## src/rtl/stamp_conv_pkg.sv

```systemverilog
// Shared types for the stamp-to-calendar conversion scheduler.
// Packed time layout, MSB to LSB: year, month, day, weekday, hour, minute, second.
package stamp_conv_pkg;

    localparam int TIME_W = 43;

    localparam int SEC_OFF  = 0;
    localparam int SEC_W    = 6;
    localparam int MIN_OFF  = 6;
    localparam int MIN_W    = 6;
    localparam int HOUR_OFF = 12;
    localparam int HOUR_W   = 5;
    localparam int WDAY_OFF = 17;
    localparam int WDAY_W   = 3;
    localparam int DAY_OFF  = 20;
    localparam int DAY_W    = 5;
    localparam int MON_OFF  = 25;
    localparam int MON_W    = 4;
    localparam int YEAR_OFF = 29;
    localparam int YEAR_W   = 14;

    typedef enum logic [1:0] {
        IDLE    = 2'd0,
        ISSUE   = 2'd1,
        WAIT    = 2'd2,
        DELIVER = 2'd3
    } state_t;

    typedef logic req_id_t;

endpackage

```

## src/rtl/stamp_conv_if.sv

```systemverilog
// Requester, converter and status signals of the conversion scheduler.
// The scheduler uses the slave view; the surrounding system uses master.
interface stamp_conv_if
    import stamp_conv_pkg::*;
#(
    parameter int STAMP_W = 64
);
    logic               r0_valid;
    logic               r0_ready;
    logic [STAMP_W-1:0] r0_stamp;
    logic               r1_valid;
    logic               r1_ready;
    logic [STAMP_W-1:0] r1_stamp;
    logic               conv_start;
    logic [STAMP_W-1:0] conv_stamp;
    logic               conv_done;
    logic [TIME_W-1:0]  conv_time;
    logic               r0_resp_valid;
    logic [TIME_W-1:0]  r0_time;
    logic               r1_resp_valid;
    logic [TIME_W-1:0]  r1_time;
    logic               timeout_err;

    modport slave (
        input  r0_valid, r0_stamp, r1_valid, r1_stamp, conv_done, conv_time,
        output r0_ready, r1_ready, conv_start, conv_stamp,
        output r0_resp_valid, r0_time, r1_resp_valid, r1_time, timeout_err
    );

    modport master (
        output r0_valid, r0_stamp, r1_valid, r1_stamp, conv_done, conv_time,
        input  r0_ready, r1_ready, conv_start, conv_stamp,
        input  r0_resp_valid, r0_time, r1_resp_valid, r1_time, timeout_err
    );
endinterface

```

## src/rtl/stamp_conv_sched_rr_arb2.sv

```systemverilog
// Two-way round-robin grant; on a tie the requester that did not win last time
// is granted. last_grant resets to 1 so requester 0 wins the first tie.
module rr_arb2
    import stamp_conv_pkg::*;
(
    input  logic       clk,
    input  logic       rst,
    input  logic [1:0] req,
    input  logic       en,
    input  logic       accept,
    output logic [1:0] grant
);
    req_id_t last_grant;

    always_comb begin
        grant = 2'b00;
        if (en) begin
            if (req[0] && (!req[1] || last_grant == 1'b1))
                grant[0] = 1'b1;
            else if (req[1])
                grant[1] = 1'b1;
        end
    end

    always_ff @(posedge clk) begin
        if (rst)
            last_grant <= 1'b1;
        else if (accept)
            last_grant <= grant[1];
    end
endmodule

```

## src/rtl/stamp_conv_sched.sv

```systemverilog
// Shares one multi-cycle stamp-to-calendar converter between two requesters,
// with a watchdog on the converter and a per-requester held result.
module stamp_conv_sched
    import stamp_conv_pkg::*;
#(
    parameter int STAMP_W     = 64,
    parameter int TIMEOUT_CYC = 255
)(
    input  logic        clk,
    input  logic        rst,
    stamp_conv_if.slave bus
);
    localparam logic [15:0] WAIT_LAST = 16'(TIMEOUT_CYC - 1);

    state_t      state;
    req_id_t     id;
    logic [15:0] wait_cnt;
    logic [1:0]  req;
    logic [1:0]  grant;
    logic        accept;

    assign req    = {bus.r1_valid, bus.r0_valid};
    assign accept = |(grant & req);

    assign bus.r0_ready = grant[0];
    assign bus.r1_ready = grant[1];

    rr_arb2 u_arb (
        .clk    (clk),
        .rst    (rst),
        .req    (req),
        .en     (state == IDLE),
        .accept (accept),
        .grant  (grant)
    );

    always_ff @(posedge clk) begin
        if (rst) begin
            state             <= IDLE;
            id                <= 1'b0;
            wait_cnt          <= '0;
            bus.conv_start    <= 1'b0;
            bus.conv_stamp    <= '0;
            bus.r0_resp_valid <= 1'b0;
            bus.r1_resp_valid <= 1'b0;
            bus.r0_time       <= '0;
            bus.r1_time       <= '0;
            bus.timeout_err   <= 1'b0;
        end else begin
            case (state)
                IDLE: begin
                    if (accept) begin
                        bus.conv_stamp <= grant[1] ? bus.r1_stamp : bus.r0_stamp;
                        id             <= grant[1];
                        bus.conv_start <= 1'b1;
                        state          <= ISSUE;
                    end
                end
                ISSUE: begin
                    bus.conv_start <= 1'b0;
                    wait_cnt       <= '0;
                    state          <= WAIT;
                end
                WAIT: begin
                    wait_cnt <= wait_cnt + 16'd1;
                    // A done on the watchdog's last cycle still counts as success.
                    if (bus.conv_done) begin
                        if (id == 1'b1) begin
                            bus.r1_time       <= bus.conv_time;
                            bus.r1_resp_valid <= 1'b1;
                        end else begin
                            bus.r0_time       <= bus.conv_time;
                            bus.r0_resp_valid <= 1'b1;
                        end
                        state <= DELIVER;
                    end else if (wait_cnt == WAIT_LAST) begin
                        bus.timeout_err <= 1'b1;
                        state           <= IDLE;
                    end
                end
                DELIVER: begin
                    bus.r0_resp_valid <= 1'b0;
                    bus.r1_resp_valid <= 1'b0;
                    state             <= IDLE;
                end
                default: state <= IDLE;
            endcase
        end
    end
endmodule
```

## src/flat_wrapper.sv

```systemverilog
// flat-port wrapper written by rule: the top's interface ports become plain ports
module stamp_conv_sched_flat import stamp_conv_pkg::*;
#(
    parameter int STAMP_W     = 64,
    parameter int TIMEOUT_CYC = 255
)
  (clk, rst, bus_r0_valid, bus_r0_stamp, bus_r1_valid, bus_r1_stamp, bus_conv_done, bus_conv_time, bus_r0_ready, bus_r1_ready, bus_conv_start, bus_conv_stamp, bus_r0_resp_valid, bus_r0_time, bus_r1_resp_valid, bus_r1_time, bus_timeout_err);
  stamp_conv_if #(.STAMP_W(STAMP_W)) bus_i ();
  input  logic clk;
  input  logic rst;
  input wire logic [$bits(bus_i.r0_valid)-1:0] bus_r0_valid;
  input wire logic [$bits(bus_i.r0_stamp)-1:0] bus_r0_stamp;
  input wire logic [$bits(bus_i.r1_valid)-1:0] bus_r1_valid;
  input wire logic [$bits(bus_i.r1_stamp)-1:0] bus_r1_stamp;
  input wire logic [$bits(bus_i.conv_done)-1:0] bus_conv_done;
  input wire logic [$bits(bus_i.conv_time)-1:0] bus_conv_time;
  output wire logic [$bits(bus_i.r0_ready)-1:0] bus_r0_ready;
  output wire logic [$bits(bus_i.r1_ready)-1:0] bus_r1_ready;
  output wire logic [$bits(bus_i.conv_start)-1:0] bus_conv_start;
  output wire logic [$bits(bus_i.conv_stamp)-1:0] bus_conv_stamp;
  output wire logic [$bits(bus_i.r0_resp_valid)-1:0] bus_r0_resp_valid;
  output wire logic [$bits(bus_i.r0_time)-1:0] bus_r0_time;
  output wire logic [$bits(bus_i.r1_resp_valid)-1:0] bus_r1_resp_valid;
  output wire logic [$bits(bus_i.r1_time)-1:0] bus_r1_time;
  output wire logic [$bits(bus_i.timeout_err)-1:0] bus_timeout_err;
  assign bus_i.r0_valid = bus_r0_valid;
  assign bus_i.r0_stamp = bus_r0_stamp;
  assign bus_i.r1_valid = bus_r1_valid;
  assign bus_i.r1_stamp = bus_r1_stamp;
  assign bus_i.conv_done = bus_conv_done;
  assign bus_i.conv_time = bus_conv_time;
  assign bus_r0_ready = bus_i.r0_ready;
  assign bus_r1_ready = bus_i.r1_ready;
  assign bus_conv_start = bus_i.conv_start;
  assign bus_conv_stamp = bus_i.conv_stamp;
  assign bus_r0_resp_valid = bus_i.r0_resp_valid;
  assign bus_r0_time = bus_i.r0_time;
  assign bus_r1_resp_valid = bus_i.r1_resp_valid;
  assign bus_r1_time = bus_i.r1_time;
  assign bus_timeout_err = bus_i.timeout_err;
  stamp_conv_sched #(.STAMP_W(STAMP_W), .TIMEOUT_CYC(TIMEOUT_CYC)) u_core (.clk(clk), .rst(rst), .bus(bus_i));
endmodule
```

## config.mk

```make
export PLATFORM = sky130hd
export DESIGN_NAME = stamp_conv_sched_flat
export DESIGN_NICKNAME = d
export VERILOG_FILES = /design/src/rtl/stamp_conv_pkg.sv /design/src/rtl/stamp_conv_if.sv /design/src/rtl/stamp_conv_sched_rr_arb2.sv /design/src/rtl/stamp_conv_sched.sv /design/src/flat_wrapper.sv
export SDC_FILE = /design/constraint.sdc
export NUM_CORES = 1
export LEC_CHECK = 0
export ABC_AREA = 1
export ABC_CLOCK_PERIOD_IN_PS = 4800
export BUFFER_PORTS_ARGS = -buffer_cell sky130_fd_sc_hd__buf_2
export CAP_MARGIN = 5
export CELL_PAD_IN_SITES_DETAIL_PLACEMENT = 1
export CELL_PAD_IN_SITES_GLOBAL_PLACEMENT = 2
export CORE_MARGIN = 1.5
export CORE_UTILIZATION = 27
export CTS_BUF_LIST = sky130_fd_sc_hd__clkbuf_4 sky130_fd_sc_hd__clkbuf_8
export DETAILED_ROUTE_END_ITERATION = 8
export PLACE_DENSITY_LB_ADDON = 0.1
export SYNTH_ARGS = -nofsm -noshare
export SYNTH_HDL_FRONTEND = slang
export SYNTH_SLANG_ARGS = --single-unit
```

## constraint.sdc

```tcl
create_clock -name clk -period 4.8 [get_ports clk]
set_input_delay 0.48 -clock clk [delete_from_list [all_inputs] [get_ports clk]]
set_output_delay 0.48 -clock clk [all_outputs]
set_load 0.01 [all_outputs]
```

* Word level (Yosys, flattened, before mapping) *
Index checks and enable logic that the tools add are counted.

word-level totals
  flip-flop bits (word level) = 174
  output and inout port bits = 156

cells by class
  add/subtract/negate cells = 1
  eq/ne operators = 9
  muxes and demuxes = 18
  bitwise gates (word level) = 3
  reduce and logical (&&, ||, !) cells = 16

operator list
  operator                                               count
  2-to-1 mux 64 bit                                      1
  case mux 16 bit (2 select lines)                       1
  adder 16 x 1 -> 16 bit, second input constant          1
  equality test 16 x 8 -> 1 bit, second input constant   1
  AND reduction 3 bit                                    5
  2-to-1 mux 1 bit                                       8
  2-to-1 mux 2 bit                                       4
  case mux 2 bit (4 select lines)                        1
  case mux 1 bit (2 select lines)                        3
  AND reduction 2 bit                                    3
  nonzero test 2 bit                                     3
  equality test 2 bit, second input constant             2
  inequality test 2 x 1 -> 1 bit, second input constant  2
  inequality test 2 bit, second input constant           2
  inequality test 3 x 2 -> 1 bit, second input constant  1
  AND 2 bit                                              1
  equality test 2 x 1 -> 1 bit, second input constant    1
  logical NOT 2 bit                                      1
  NOT 1 bit                                              2
  OR reduction 2 bit                                     1
  logical AND 1 bit                                      1
  logical NOT 1 bit                                      1
  logical OR 1 bit                                       1

* Depth between registers and ports, before layout *
  word-level depth = 9
  mapped depth = 11

* Modules after synthesis *
Synthesis repeated with hierarchy kept, for this count alone.

unflattened totals
  cells, all modules = 915
  area, all modules = 6,905.4 µm²

modules (own cells, without submodules)
  module            instances  cells an instance  area each (µm²)  seq. area each (µm²)
  stamp_conv_sched  1          902                6,832.8          3,463.3
  rr_arb2           1          13                 72.6             20.0

* Least setup slack after synthesis *
No wires, ideal clock.

  path kind = flip-flop to output port
  start point = register u_core.state[0]
  end point = output port bus_r1_ready
  data arrival time = 1,109 ps
  path slack = 3,211 ps
  stages on the path, launching flop included = 8
  path buffers = 1
  cell sequence = dfxtp_1 inv_1 ha_1 nand2_1 inv_2 nand2_2 inv_2 buf_2

on the way
  word-level cells in the longest chain between the ends = 2

ends and longest elaborated chain
  what                    RTL line                        text
  start, declared         stamp_conv_sched.sv:15          state_t state;
  start signal, assigned  stamp_conv_sched.sv:39          state <= IDLE;
  start signal, assigned  stamp_conv_sched.sv:56          state <= ISSUE;
  start signal, assigned  stamp_conv_sched.sv:62          state <= WAIT;
  logical NOT 2 bit       stamp_conv_sched.sv:32          .en (state == IDLE),
  2-to-1 mux 2 bit        stamp_conv_sched_rr_arb2.sv:17  if (en) begin
  end, declared           flat_wrapper.sv:18              output wire logic [$bits(bus_i.r1_ready)-1:0] bus_r1_ready;

No other way between the ends.

* Worst setup path in the final report *
  start point = register u_core.state[1]
  end point = output port bus_r1_ready

Same word-level chain as after synthesis.

==> results.toml <==
[timing]
rsz0062_at_grt = "no"
fmax_mhz = 370
slew_headroom_pct = 37.1
slew_viol_final = 0
finalSetupTns_ns = 0
finalCritPeriodShare_pct = 56.3
clock_skew_ns = 0.0248
tightest_slew_ns = 0.944
hold_violations = 0
fin_crit_ns = 2.70
setup_viol = 0

[cts]
cts_tree = "yes"
insertion_delay_ns = 0.47
clkTransAtPathRegs_ns = 0.11
clock_sinks = 174
cts_buffer_depth = 2
hold_buffers = 0
ctsResizeCount = 0
clock-root-buffer = "clkbuf_8"
cts_buffers = 17
post_cts_buffers = 0
htreeDepth = 4

[routing]
drtIter0Drc = 358
drcViolationCount = 0
vias = 7031
routed_wl_um = 25100
vias_per_cell = 4.53
ant_nets = 0
drt-pass1-iter-count = 4
wl_per_cell_um = 16.1

[worst_setup_path]
cpLargestDelayFamily = "buffers and inverters"
path_buf_inv = 4
crit_top_cell = "inv_2"
path_cells = "inv_1 > ha_1 > nand2_1 > inv_2 > nand2_2 > inv_2 > buf_2"
worstPathArrival_ns = 2.22
cp-start-kind = "flip-flop"
crit_fanout = 34
r2r-start = "u_core.state[1]$_SDFFE_PP0P_"
crit_path_end_kind = "output port"
cp.required_ns = 4.32
slowest_delay_ns = 0.49
reg2regPathDepth = 7
critical_path_class = "flip-flop to output port"
regToRegSetupSlack_ns = 2.36
crit-reg2reg-capture = "u_core.bus.conv_stamp[17]$_SDFFE_PP0P_"
cp_slowest_cell = "inv_2"

[place]
port_buffers = 331
gp_congestion = 0.724
hpwl_um = 17800

[final_layout]
final_common_cell = "buf_2"
syn2layout_area_growth_pct = 30.7
layout-drive-gt1-share_pct = 31.4
fin_util_pct = 36.1
layout.nets = 1388
fill_cells = 3222
layout_common_cells = "buf_2, dfxtp_1, nand2_1, o21ai_0, nor2_1"

[synth]
synth-edff-count = 0
postSynthRegisterBits = 174
synthMuxAreaShare_pct = 0
yosys_warnings = 0
syn_area_mm2 = 0.00699
syn_area_per_cell_um2 = 7.67
synthDistinctLibCells = 28
syn_inst = 911
syn-num-nets = 1094
synth-xor-area-share_pct = 0
synth_top_family_by_area = "compound AO/OA/AOI/OAI gates"
synth_fa_ha_area_share_pct = 1.25
postSynth.topFlopCell = "dfxtp_1"
synth_compound_area_share_pct = 22.5
synth-simple-area-share_pct = 17.0
async_flop_share_pct = 0
seq_area_frac_synth_pct = 49.8

[grt]
grt_pass1_vias = 7022
grt_start_max_net_pins = 100
antenna_found_initial = 7
grt_pass1_wl_um = 38400
track_usage_pct = 18.5
overflow = 0

[worst_hold_path]
worstHoldPathCells = 3
min_path_type = "primary input to flip-flop"
hold_end = "u_core.bus.r0_time[17]$_SDFFE_PP0P_"
hp-start = "bus_conv_time[17]"

[floorplan]
die_h_um = 164
fp.dieW_um = 164
num_rows = 58
die_area_mm2 = 0.0269
io_pins = 332
placeableCoreArea_mm2 = 0.0253
initial_core_util_pct = 27.6

[job]
cap_viol_max_count = 0

[power]
p_leak_uw = 0.00436
comb_power_share_pct = 32.5
p_int_uw = 2610
p_clk_share_pct = 24.0
power_frac_seq_pct = 43.4
switchingPower_uw = 1690
power_density_mw_per_mm2 = 471
peakVddDrop_mv = 0.160
p_sw_share_pct = 39.3

[outcome]
outcome = "finished, final reports clean"
[synth_stat cells (10+ instances only)]
cell type	instances	area [um^2]
inv_1	70	263
dfxtp_1	174	3480
buf_2	17	85.1
buf_4	12	90.1
clkbuf_1	19	71.3
buf_6	10	113
nor2_1	110	413
a31oi_1	64	400
o21ai_1	16	80.1
a21oi_1	56	280
o21ai_0	151	756
nand2_1	166	623
[power by group through the flow]
| stage | logic [uW] | clock network, uW | registers (uW) |
|---|---|---|---|
| detailed placement | 1440 | 0 | 1900 |
| floorplan | 772 | 0 | 2020 |
| finish | 1400 | 1030 | 1870 |
| global route | 1590 | 1140 | 1910 |
| global placement | 1420 | 0 | 1900 |
| CTS | 1440 | 1090 | 1870 |
[how the worst max path moves through the flow]
stage                                 start                                      to  slack [ns]  cells past startpoint
2_1_floorplan  u_core.state[0]$_SDFFE_PP0P_                            bus_r1_ready        3.21                      7
3_3_place_gp                            rst  u_core.bus.conv_stamp[30]$_SDFFE_PP0P_        2.26                      5
3_5_place_dp                            rst  u_core.bus.conv_stamp[55]$_SDFFE_PP0P_        2.24                      5
4_1_cts        u_core.state[1]$_SDFFE_PP0P_                            bus_r1_ready        2.04                      7
5_1_grt        u_core.state[1]$_SDFFE_PP0P_                            bus_r1_ready        1.90                      7
6_report       u_core.state[1]$_SDFFE_PP0P_                            bus_r1_ready        2.10                      7
[stage by stage]
stage               setup slack [ns]  cells  power (uW)  hold slack [ns]  cell area (um^2)
finish                          2.10   1553        4300            0.246              9140
global route                    1.90   1551        4640            0.217              9130
CTS                             2.04   1548        4400            0.200              9120
detailed placement              2.24   1516        3340            0.436              8730
global placement                2.26   1516        3320            0.430              8730
floorplan                       3.21    911        2790            0.451              6990
[worst min-delay path: stages]
cell and delay [ns]:
buf_2 0.09, nor2_1 0.04, nor2_1 0.08
[metal layers]
metal  global-route usage (%)  share of wire (%)  vias to the layer above
li1                         -                  -                     3607
met1                     23.0                 45                     3183
met2                     30.0                 46                      218
met3                     6.97                8.0                       19
met4                     4.88               0.91                        4
met5                        0               0.12                        -
[cell families (layout without fill, tap and decap cells)]
family,Yosys count,count (layout)
AND/OR/NAND/NOR,300,300
AO/OA/AOI/OAI,293,293
flip-flops,174,174
buffers and inverters,137,444
adder cells (fa/ha/maj),7,7
other,0,5
[sequential cells by signal, indices dropped and copies added, names as in the netlist]
register,flops
u_core.bus.conv_stamp,64
u_core.bus.conv_start,1
u_core.bus.r0_resp_valid,1
u_core.bus.r0_time,43
u_core.bus.r1_resp_valid,1
u_core.bus.r1_time,43
u_core.bus.timeout_err,1
u_core.id,1
u_core.state,2
u_core.u_arb.last_grant,1
u_core.wait_cnt,16
[area by class of cell]
type                    count  area, um^2  share of cell area (%)
clock buffers              18         248                    2.71
repair buffers            337        1700                    18.6
clock inverters            14         144                    1.58
well taps                 330         413                    4.52
inverters                  75         283                    3.10
diodes                      5        12.5                   0.137
multi-input cells         600        2850                    31.2
flip-flops and latches    174        3480                    38.1
(Power assumes the default switching activity.)
